$ cat src/rtl/pic_rom_arbiter.sv
// Picture ROM arbiter: fixed-priority display port, starvation-guarded scanner port,
// owner-tagged read pipeline that returns ROM data to the port that issued the read.
`timescale 1ns/1ps
module pic_rom_arbiter #(
    parameter int unsigned ADDR_W     = 16,
    parameter int unsigned DATA_W     = 8,
    parameter int unsigned ROM_LAT    = 1,
    parameter int unsigned STARVE_MAX = 15
) (
    input  logic              clk,
    input  logic              rst_n,
    input  logic              req0,
    input  logic [ADDR_W-1:0] addr0,
    output logic              gnt0,
    output logic              rvalid0,
    output logic [DATA_W-1:0] rdata0,
    input  logic              req1,
    input  logic [ADDR_W-1:0] addr1,
    output logic              gnt1,
    output logic              rvalid1,
    output logic [DATA_W-1:0] rdata1,
    output logic [ADDR_W-1:0] rom_addr,
    input  logic [DATA_W-1:0] rom_dout,
    output logic              starve_hit
);

    typedef enum logic { OWN_DISP = 1'b0, OWN_SCAN = 1'b1 } owner_e;

    localparam logic [7:0] STARVE_LIM = 8'(STARVE_MAX);

    logic [7:0]        scnt_q, scnt_d;
    logic [ADDR_W-1:0] rom_addr_q, rom_addr_d;
    logic [ROM_LAT:0]  tag_v_q, tag_v_d;
    owner_e            tag_own_q [ROM_LAT+1];
    owner_e            tag_own_d [ROM_LAT+1];
    logic [DATA_W-1:0] rdata0_q, rdata0_d, rdata1_q, rdata1_d;
    logic              rvalid0_q, rvalid0_d, rvalid1_q, rvalid1_d;
    logic              starve, accept;
    owner_e            winner;

    // Preemption only when the scanner is still asking with a full counter.
    always_comb begin
        starve = req1 && (scnt_q == STARVE_LIM);
        gnt0   = req0 && !starve;
        gnt1   = req1 && (!req0 || starve);
        accept = gnt0 || gnt1;
        winner = gnt1 ? OWN_SCAN : OWN_DISP;
    end

    always_comb begin
        scnt_d = '0;
        if (req1 && !gnt1) begin
            scnt_d = (scnt_q >= STARVE_LIM) ? STARVE_LIM : scnt_q + 8'd1;
        end

        rom_addr_d = rom_addr_q;
        if (gnt1) begin
            rom_addr_d = addr1;
        end else if (gnt0) begin
            rom_addr_d = addr0;
        end

        // Oldest tag lines up with rom_dout for the address issued ROM_LAT edges earlier.
        tag_v_d      = {tag_v_q[ROM_LAT-1:0], accept};
        tag_own_d[0] = winner;
        for (int unsigned i = 1; i <= ROM_LAT; i++) begin
            tag_own_d[i] = tag_own_q[i-1];
        end

        rvalid0_d = tag_v_q[ROM_LAT] && (tag_own_q[ROM_LAT] == OWN_DISP);
        rvalid1_d = tag_v_q[ROM_LAT] && (tag_own_q[ROM_LAT] == OWN_SCAN);
        rdata0_d  = rvalid0_d ? rom_dout : rdata0_q;
        rdata1_d  = rvalid1_d ? rom_dout : rdata1_q;
    end

    always_ff @(posedge clk or negedge rst_n) begin
        if (!rst_n) begin
            scnt_q     <= '0;
            rom_addr_q <= '0;
            tag_v_q    <= '0;
            for (int unsigned i = 0; i <= ROM_LAT; i++) begin
                tag_own_q[i] <= OWN_DISP;
            end
            rdata0_q   <= '0;
            rdata1_q   <= '0;
            rvalid0_q  <= 1'b0;
            rvalid1_q  <= 1'b0;
        end else begin
            scnt_q     <= scnt_d;
            rom_addr_q <= rom_addr_d;
            tag_v_q    <= tag_v_d;
            for (int unsigned i = 0; i <= ROM_LAT; i++) begin
                tag_own_q[i] <= tag_own_d[i];
            end
            rdata0_q   <= rdata0_d;
            rdata1_q   <= rdata1_d;
            rvalid0_q  <= rvalid0_d;
            rvalid1_q  <= rvalid1_d;
        end
    end

    assign rom_addr   = rom_addr_q;
    assign rdata0     = rdata0_q;
    assign rdata1     = rdata1_q;
    assign rvalid0    = rvalid0_q;
    assign rvalid1    = rvalid1_q;
    assign starve_hit = starve;

endmodule

$ cat config.mk
export PLATFORM = sky130hd
export DESIGN_NAME = pic_rom_arbiter
export DESIGN_NICKNAME = d
export VERILOG_FILES = /design/src/rtl/pic_rom_arbiter.sv
export SDC_FILE = /design/constraint.sdc
export NUM_CORES = 1
export LEC_CHECK = 0
export ABC_CLOCK_PERIOD_IN_PS = 5300
export CORE_ASPECT_RATIO = 2
export CORE_MARGIN = 2
export CORE_UTILIZATION = 40
export DETAILED_ROUTE_END_ITERATION = 10
export PLACE_DENSITY = 0.76
export SETUP_SLACK_MARGIN = 0.02
export SLEW_MARGIN = 10
export SYNTH_ARGS = -nofsm -noshare
export SYNTH_HDL_FRONTEND = slang
export SYNTH_SLANG_ARGS = --single-unit
$ cat constraint.sdc
create_clock -name clk -period 5.3 [get_ports clk]
set_clock_uncertainty 0.1 [all_clocks]
set_input_delay 1.06 -clock clk [delete_from_list [all_inputs] [get_ports clk]]
set_output_delay 1.06 -clock clk [all_outputs]
set_load 0.02 [all_outputs]
==> results of run 1 <==
power by group:
| group | total [mW] | leakage, nW | switching (mW) | internal (mW) |
|---|---|---|---|---|
| registers | 0.405 | 0.549 | 0.0192 | 0.386 |
| clock network | 0.215 | 0.0408 | 0.121 | 0.0943 |
| logic | 0.209 | 0.648 | 0.0934 | 0.116 |
| total | 0.829 | 1.24 | 0.234 | 0.596 |
through the flow:
stage	total power [mW]	cell area, um^2	utilization	worst slack [ns]	instances
finish	0.829	2890	0.605	1.05	285
global route	0.872	2890	0.605	0.953	285
CTS	0.842	2890	0.605	1.04	285
detailed placement	0.623	2800	0.585	1.06	277
global placement	0.618	2800	0.585	1.06	277
floorplan	0.506	1970	-	2.19	146
final timing paths:
kind	slack (ns)	end	depth (start not counted)
min in group asynchronous	0.81	rom_addr[4]	1
setup / recovery	1.05	starve_hit	3
hold / removal	0.26	tag_v_q[1]	0
hold reg to reg	0.26	tag_v_q[1]	0
max in group asynchronous	3.67	rdata0[3]	1
setup reg to reg	3.42	rom_addr[5]	3
state kept, by name (all words and copies together) (netlist names):
signal     cells
rvalid1        1
tag_v_q        2
rom_addr      16
rdata0         8
tag_own_q      1
rvalid0        1
rdata1         8
tag_own_d      1
scnt_q         8
Yosys cell counts, types with 2 or more instances:
library cell  number  area (um^2)
a21oi_1            4         20.0
a221o_1            9         90.1
a221o_2            7         78.8
buf_2              2         10.0
buf_6              2         22.5
clkbuf_1           3         11.3
dfrtp_1           46         1150
inv_1              3         11.3
mux2_2            16          180
mux2i_1           16          160
nand2_1            2         7.51
nor2_1            17         63.8
nor2b_1            2         12.5
worst max-delay path: stages:
cell and delay [ns]:
clkdlybuf4s50_1 0.82, and3_2 0.52, clkdlybuf4s50_1 0.68
cells by family (layout without fill, tap and decap cells):
group / after synthesis / count (layout) / share of synthesized area
buffers and inverters: 11 / 93 / 0.0357
multiplexers: 32 / 32 / 0.174
AND/OR/NAND/NOR: 27 / 27 / 0.0740
adder cells (fa/ha/maj): 1 / 1 / 0.00638
XOR/XNOR: 1 / 1 / 0.00447
AO/OA/AOI/OAI: 24 / 24 / 0.117
other: 1 / 4 / 0.00191
flip-flops: 46 / 46 / 0.587
layer usage:
layer	track usage	share of wire	vias to the layer above	wire [um]
met3	0.0435	0.063	5	267
li1	-	-	683	-
met4	0.0533	0.014	0	60
met5	0	0	-	0
met1	0.227	0.44	700	1870
met2	0.252	0.48	63	2060
final cells by class:
type	instances	area (um^2)	share of cell area
Sequential cell	46	1150	0.399
Timing Repair Buffer	82	811	0.281
Multi-Input combinational cell	89	751	0.260
Tap cell	57	71.3	0.0247
Clock buffer	5	68.8	0.0238
Clock inverter	3	23.8	0.00823
Inverter	3	11.3	0.00390
==> summary.txt, run 1 <==
max-slew violations -> 0
number of hold buffers added after CTS -> 0
Syn-to-layout area delta -> 47.3%
commonest non-fill, non-tap cells in the layout -> clkdlybuf4s50_1, dfrtp_1, nor2_1
commonest non-fill, non-tap cell in the layout -> clkdlybuf4s50_1
port buffer count -> 80
Yosys warnings -> 0
RSZ-0062 raised after global routing -> false
fin crit period -> 4.25 ns
initial antenna violation count -> 0
Synth Flop Type -> dfrtp_1
CTS Root Cell -> clkbuf_8
Top-Level Pins -> 81
Worst Tran Pin Value -> 0.982 ns
LEAKAGE -> 1.24 nW
drt first pass iters -> 4
Die Area -> 5510 um^2
Setup CP Type -> in -> out
Crit. End Element -> output port
setup bufs post-CTS -> 0
CTS buffer count -> 5
flops & latches, synth -> 46
critical path startpoint category -> primary input
CTS max path bufs -> 2
Cell Area, Synth -> 1960 um^2
Crit path required time -> 4.14 ns
DRC -> 0
Yosys cell types -> 27
worst rel slew slack -> 0.345
hold_ws -> 0.258 ns
status -> complete, no violations
Max IR drop VDD -> 0.210 mV
Clk Latency, worst-skew pair -> 0.30 ns
final setup violation count -> 0
fmax -> 236 MHz
pwr/cell area -> 287 nW/um^2
number of enable flip-flop cells after synthesis -> 0
Synth async-reset ratio -> 1.00
Reg2Reg Launch Point -> scnt_q[4]
Initial Util -> 0.411
Hold Path Class -> reg -> reg
CTS resizes -> 0
WL/cell -> 14.9 um
average cell area after synthesis -> 13.7 um^2
Global Route Usage Sum -> 0.165
via density per instance -> 5.09
share of layout cells above drive strength 1 -> 0.171
DR iter-0 viols -> 20
Worst setup startpoint -> req1
WL final -> 4.26 mm
vias in the first global route -> 1,465
FILL cells -> 416
Final Hold Vio Count -> 0
Rows -> 36
ANT nets after route -> 0
htree depth -> 2
Fin Setup TNS -> 0 ns
final net count -> 272
Clock transition at path regs -> 0.09 ns
Hold Startpoint -> tag_v_q[0]
Max-Cap Viols -> 0
crit share post-route -> 0.801
Die Ht -> 103 um
largest net degree at the start of global routing -> 47
Die Wd -> 53.5 um
RePlAce Congestion -> 0.724
CTS tree -> built
first-pass GRT wire length -> 6.73 mm
register area share after synthesis -> 0.587
Synth Instances -> 143
detailed placement HPWL -> 3.11 mm
core area -> 4770 um^2
Arr. time, crit path -> 3.09 ns
Num Clock Sinks -> 46
Antenna Cells -> 0
total number of vias -> 1,451
GR Overflow Total -> 0
Max FO, Critical Path -> 17
Note: power is estimated with default switching activity, not from simulation.
==> run 2: changes to the inputs <==
--- a/config.mk
+++ b/config.mk
@@ -5,12 +5,12 @@
 export SDC_FILE = /design/constraint.sdc
 export NUM_CORES = 1
 export LEC_CHECK = 0
-export ABC_CLOCK_PERIOD_IN_PS = 5300
+export ABC_CLOCK_PERIOD_IN_PS = 3700
 export CORE_ASPECT_RATIO = 2
 export CORE_MARGIN = 2
-export CORE_UTILIZATION = 40
+export CORE_UTILIZATION = 38
 export DETAILED_ROUTE_END_ITERATION = 10
-export PLACE_DENSITY = 0.76
+export PLACE_DENSITY = 0.75
 export SETUP_SLACK_MARGIN = 0.02
 export SLEW_MARGIN = 10
 export SYNTH_ARGS = -nofsm -noshare
==> constraint.sdc (replaced) <==
create_clock -name clk -period 3.7 [get_ports clk]
set_clock_uncertainty 0.1 [all_clocks]
set_input_delay 0.74 -clock clk [delete_from_list [all_inputs] [get_ports clk]]
set_output_delay 0.74 -clock clk [all_outputs]
set_load 0.02 [all_outputs]
==> run 2 against run 1 <==
  * Routed wire length up 2.7%
  * Highest routed layer unchanged
  * First-iteration DRC count down 35%
  * Sequential share of layout area down 0.29 points
  * Total power up 43%
  * Via count up 3.4%
  * Clock power up 41%
==> summary.txt, run 2 (synthesis gave the netlist of run 1 again) <==
status -> complete, no violations (unchanged)
Max FO, Critical Path -> 7 (was 17)
hold path endpoint -> tag_v_q[1] (unchanged)
CTS Root Cell -> clkbuf_8 (unchanged)
PnR worst setup slack -> 0.610 ns (was 1.05 ns)
port buffer count -> 80 (unchanged)
Setup CP Type -> in -> out (unchanged)
Crit path required time -> 2.86 ns (was 4.14 ns)
DR iter-0 viols -> 13 (was 20)
Die Wd -> 54.8 um (was 53.5 um)
FF/Latch Area -> 1150 um^2 (unchanged)
GR Overflow Total -> 0 (unchanged)
Multi-input gate area -> 751 um^2 (unchanged)
dpl ws -> 0.617 ns (was 1.06 ns)
CTS max path bufs -> 2 (unchanged)
final net count -> 275 (was 272)
LEAKAGE -> 1.26 nW (was 1.24 nW)
Hold Startpoint -> tag_v_q[0] (unchanged)
Max IR drop VDD -> 0.312 mV (was 0.210 mV)
Global Route Usage Sum -> 0.172 (was 0.165)
Reg2Reg Launch Point -> scnt_q[0] (was scnt_q[4])
pwr/cell area -> 407 nW/um^2 (was 287 nW/um^2)
critical path startpoint category -> primary input (unchanged)
Die Area -> 5780 um^2 (was 5510 um^2)
WL/cell -> 15.1 um (was 14.9 um)
RePlAce Congestion -> 0.713 (was 0.724)
Fin Setup TNS -> 0 ns (unchanged)
max FFs per register -> 16 (unchanged)
worst rel slew slack -> 0.352 (was 0.345)
WL final -> 4.38 mm (was 4.26 mm)
drt first pass iters -> 4 (unchanged)
R2R depth -> 5 (was 3)
Post-Place Cell Area -> 2820 um^2 (was 2800 um^2)
Die Ht -> 106 um (was 103 um)
FILL cells -> 437 (was 416)
via density per instance -> 5.19 (was 5.09)
Clk Latency, worst-skew pair -> 0.30 ns (about the same)
first-pass GRT wire length -> 7.36 mm (was 6.73 mm)
Initial Util -> 0.389 (was 0.411)
fin crit period -> 3.09 ns
CTS resizes -> 0 (unchanged)
fmax -> 324 MHz
Arr. time, crit path -> 2.25 ns (was 3.09 ns)
Max-Cap Viols -> 0 (unchanged)
detailed placement HPWL -> 3.32 mm (was 3.11 mm)
core area -> 5050 um^2 (was 4770 um^2)
RSZ-0062 raised after global routing -> false (unchanged)
Min-Delay Path Depth -> 0 (unchanged)
Crit. End Element -> output port (unchanged)
CTS buffer count -> 5 (unchanged)
max-slew violations -> 0 (unchanged)
number of hold buffers added after CTS -> 0 (unchanged)
Syn-to-layout area delta -> 48.4% (was 47.3%)
Top-Level Pins -> 81 (unchanged)
CTS tree -> built (unchanged)
htree depth -> 2 (unchanged)
hold_ws -> 0.253 ns (was 0.258 ns)
commonest non-fill, non-tap cells in the layout -> clkdlybuf4s50_1, dfrtp_1, nor2_1 (unchanged)
Antenna Cells -> 0 (unchanged)
Rows -> 37 (was 36)
vias in the first global route -> 1,647 (was 1,465)
reg-to-reg slack, setup -> 1.78 ns (was 3.42 ns)
total number of vias -> 1,500 (was 1,451)
share of layout cells above drive strength 1 -> 0.182 (was 0.171)
crit share post-route -> 0.835
DRC -> 0 (unchanged)
setup bufs post-CTS -> 0 (unchanged)
Worst setup startpoint -> req1 (unchanged)
largest net degree at the start of global routing -> 47 (unchanged)
initial antenna violation count -> 0 (unchanged)
commonest non-fill, non-tap cell in the layout -> clkdlybuf4s50_1 (unchanged)
Clock transition at path regs -> 0.09 ns (about the same)
Final Hold Vio Count -> 0 (unchanged)
Num Clock Sinks -> 46 (unchanged)
final setup violation count -> 0 (unchanged)
post-route design area -> 2910 um^2 (was 2890 um^2)
FF-to-FF End -> rom_addr[4] (was rom_addr[5])
Worst Tran Pin Value -> 0.972 ns (was 0.982 ns)
ANT nets after route -> 0 (unchanged)
Hold Path Class -> reg -> reg (unchanged)
==> run 2: changes by cell type in the layout (fill, tap and decap cells not counted), sizes merged <==
cell      delta
inv          -1
clkinvlp     -1
clkinv       +2
buf          +3
==> run 2: per-stage QoR <==
step | std cells | total power [mW] | util
global placement | 281 | 0.886 | 0.559
detailed placement | 281 | 0.893 | 0.559
global route | 289 | 1.24 | 0.576
finish | 289 | 1.18 | 0.576
floorplan | 146 | 0.724 | -
CTS | 289 | 1.20 | 0.576
==> run 2: power breakdown <==
group	switching (mW)	leakage (nW)	internal (mW)	total, mW
Clock	0.171	0.0441	0.133	0.303
Combinational	0.133	0.663	0.167	0.300
Sequential	0.0276	0.549	0.552	0.580
Total	0.331	1.26	0.852	1.18
==> run 2: worst max path at each step <==
stage,cells after the start,slack (ns),end
floorplan,3,1.23,gnt1
global placement,3,0.64,starve_hit
detailed placement,3,0.62,starve_hit
CTS,3,0.60,starve_hit
global route,4,0.56,gnt1
finish,3,0.61,starve_hit
==> run 2: critical path: stages <==
cell             delay, ns
clkdlybuf4s50_1       0.64
and3_2                0.26
clkdlybuf4s50_1       0.61
==> run 2: final cells by class <==
cell class                 instances  area share
clock buffer                       5      0.0237
timing repair buffer              85       0.286
multi-input combinational         89       0.258
sequential                        46       0.396
inverter                           3     0.00387
clock inverter                     3     0.00731
tap                               58      0.0249
==> run 2: layer usage <==
layer  up-vias  part of all wire  GRT usage
met5         -                 0          0
met4         0             0.017     0.0679
met3         7             0.065     0.0453
met2        57              0.53      0.275
met1       749              0.39      0.211
li1        687                 -          -
==> run 3: changes to the inputs <==
--- a/config.mk
+++ b/config.mk
@@ -5,7 +5,7 @@
 export SDC_FILE = /design/constraint.sdc
 export NUM_CORES = 1
 export LEC_CHECK = 0
-export ABC_CLOCK_PERIOD_IN_PS = 3700
+export ABC_CLOCK_PERIOD_IN_PS = 2700
 export CORE_ASPECT_RATIO = 2
 export CORE_MARGIN = 2
 export CORE_UTILIZATION = 38
==> constraint.sdc (replaced) <==
create_clock -name clk -period 2.7 [get_ports clk]
set_clock_uncertainty 0.1 [all_clocks]
set_input_delay 0.54 -clock clk [delete_from_list [all_inputs] [get_ports clk]]
set_output_delay 0.54 -clock clk [all_outputs]
set_load 0.02 [all_outputs]
==> run 3 against run 2 <==
  * Combinational power is 38% higher
  * Final cell count is 0.69% higher
  * Total power is 46% higher
  * Sequential share of layout area is 0.60 points lower
  * Register-to-register slack worse by 1.0 ns
  * Critical endpoint is now gnt1
  * Largest cell class unchanged
==> summary.txt, run 3 (synthesis gave the netlist of run 1 again) <==
Clk Latency, worst-skew pair -> 0.29 ns (was 0.30 ns)
final setup violation count -> 0 (unchanged)
Rows -> 37 (unchanged)
Die Wd -> 54.8 um (unchanged)
initial antenna violation count -> 0 (unchanged)
detailed placement HPWL -> 3.37 mm (was 3.32 mm)
Die Area -> 5780 um^2 (unchanged)
clock power share -> 0.299 (was 0.256)
Die Ht -> 106 um (unchanged)
total net switching power -> 441 uW (was 331 uW)
CTS tree -> built (unchanged)
CTS Root Cell -> clkbuf_8 (unchanged)
LEAKAGE -> 1.31 nW (was 1.26 nW)
Arr. time, crit path -> 1.77 ns (was 2.25 ns)
sequential power share -> 0.461 (was 0.490)
number of hold buffers added after CTS -> 0 (unchanged)
Worst Tran Pin Value -> 0.796 ns (was 0.972 ns)
Clock transition at path regs -> 0.08 ns (was 0.09 ns)
Crit path required time -> 2.06 ns (was 2.86 ns)
drt first pass iters -> 4 (unchanged)
htree depth -> 2 (unchanged)
Crit. End Element -> output port (unchanged)
Post-Place Cell Area -> 2840 um^2 (was 2820 um^2)
commonest non-fill, non-tap cells in the layout -> clkdlybuf4s50_1, dfrtp_1, nor2_1 (unchanged)
share of layout cells above drive strength 1 -> 0.189 (was 0.182)
max-slew violations -> 0 (unchanged)
fmax -> 415 MHz
Max IR drop VDD -> 0.369 mV (was 0.312 mV)
status -> complete, no violations (unchanged)
FILL cells -> 433 (was 437)
DRC -> 0 (unchanged)
Top-Level Pins -> 81 (unchanged)
largest net degree at the start of global routing -> 33 (was 47)
WL/cell -> 15.3 um (was 15.1 um)
post-route design area -> 2950 um^2 (was 2910 um^2)
max FFs per register -> 16 (unchanged)
GR Overflow Total -> 0 (unchanged)
final net count -> 278 (was 275)
Hold Path Class -> in -> async (was reg -> reg)
critical path startpoint category -> flip-flop (was primary input)
Pint -> 1.28 mW (was 852 uW)
CTS max path bufs -> 2 (unchanged)
Initial Util -> 0.389 (unchanged)
Comb pwr share -> 0.240 (was 0.253)
vias in the first global route -> 1,609 (was 1,647)
Antenna Cells -> 0 (unchanged)
Num Clock Sinks -> 46 (unchanged)
RSZ-0062 raised after global routing -> false (unchanged)
WL final -> 4.44 mm (was 4.38 mm)
R2R depth -> 5 (unchanged)
Max FO, Critical Path -> 5 (was 7)
RePlAce Congestion -> 0.736 (was 0.713)
Syn-to-layout area delta -> 50.7% (was 48.4%)
Sw Ratio -> 0.256 (was 0.280)
core area -> 5050 um^2 (unchanged)
Global Route Usage Sum -> 0.169 (was 0.172)
first-pass GRT wire length -> 7.21 mm (was 7.36 mm)
Fin Setup TNS -> 0 ns (unchanged)
Setup CP Type -> reg -> out (was in -> out)
via density per instance -> 5.14 (was 5.19)
total number of vias -> 1,497 (was 1,500)
port buffer count -> 80 (unchanged)
DR iter-0 viols -> 28 (was 13)
setup bufs post-CTS -> 0 (unchanged)
CTS buffer count -> 5 (unchanged)
worst rel slew slack -> 0.468 (was 0.352)
Final Hold Vio Count -> 0 (unchanged)
crit share post-route -> 0.892
Max-Cap Viols -> 0 (unchanged)
ANT nets after route -> 0 (unchanged)
fin crit period -> 2.41 ns
pwr/cell area -> 584 nW/um^2 (was 407 nW/um^2)
commonest non-fill, non-tap cell in the layout -> clkdlybuf4s50_1 (unchanged)
-- run 3: changes by cell type in the layout (fill, tap and decap cells not counted) --
cell / change
clkbuf_8: +1
clkinv_4: -1
clkdlybuf4s50_1: -3
clkinvlp_4: -1
dlymetal6s2s_1: +1
clkinv_2: -1
buf_4: +3
bufinv_16: +1
dlygate4sd2_1: +2
-- run 3: final cells by class --
type                    count  area [um^2]  share of cell area
clock inverters             1         30.0              0.0102
clock buffers               6         82.6              0.0280
multi-input cells          89          751               0.254
repair buffers             88          856               0.290
flip-flops and latches     46         1150               0.390
well taps                  58         72.6              0.0246
inverters                   3         11.3             0.00381
-- run 3: through the flow --
step,cells,power [mW],util,worst slack [ns],hold slack (ns)
2_1_floorplan,146,0.993,-,0.627,0.144
3_3_place_gp,284,1.22,0.563,0.0706,0.233
6_report,291,1.72,0.585,0.292,0.185
3_5_place_dp,284,1.23,0.563,0.0588,0.236
4_1_cts,291,1.75,0.585,0.0425,0.197
5_1_grt,291,1.82,0.585,0.142,0.233
-- run 3: worst paths after layout --
kind	start	to	slack [ns]
worst min-delay path	rst_n	rom_addr[0]	0.18
worst max-delay path	scnt_q[0]	gnt1	0.29
max in group asynchronous	rst_n	rom_addr[8]	1.72
min in group clk	tag_own_d[0]	tag_own_q[0]	0.26
worst max register to register	scnt_q[0]	rom_addr[3]	0.78
worst min register to register	tag_own_d[0]	tag_own_q[0]	0.26
-- run 3: worst max-delay path: stages, from the launching register on --
cell           delay, ns
dfrtp_1             0.41
ha_1                0.22
and3_4              0.24
a21oi_1             0.08
nor2b_1             0.17
dlygate4sd2_1       0.35
-- run 3: power by group through the flow --
stage               clock network, mW  logic, mW  registers, mW
finish                          0.515      0.414          0.796
global route                    0.571      0.441          0.804
CTS                             0.531      0.419          0.796
detailed placement                  0      0.419          0.808
global placement                    0      0.411          0.807
floorplan                           0      0.113          0.879
-- run 3: what timing repair did --
item / in CTS / in global routing
setup endpoints to repair: 2 / 1
cloned: 0 / 0
endpoints found under the hold margin: 0 / 0
resized for setup: 2 / 1
pin swaps: 0 / 0
-- run 3: metal layers --
layer  share of wire  GRT usage  vias up
li1                -          -      693
met1            0.40      0.199      738
met2            0.51      0.281       59
met3           0.074     0.0510        7
met4           0.014     0.0571        0
met5               0          0        -
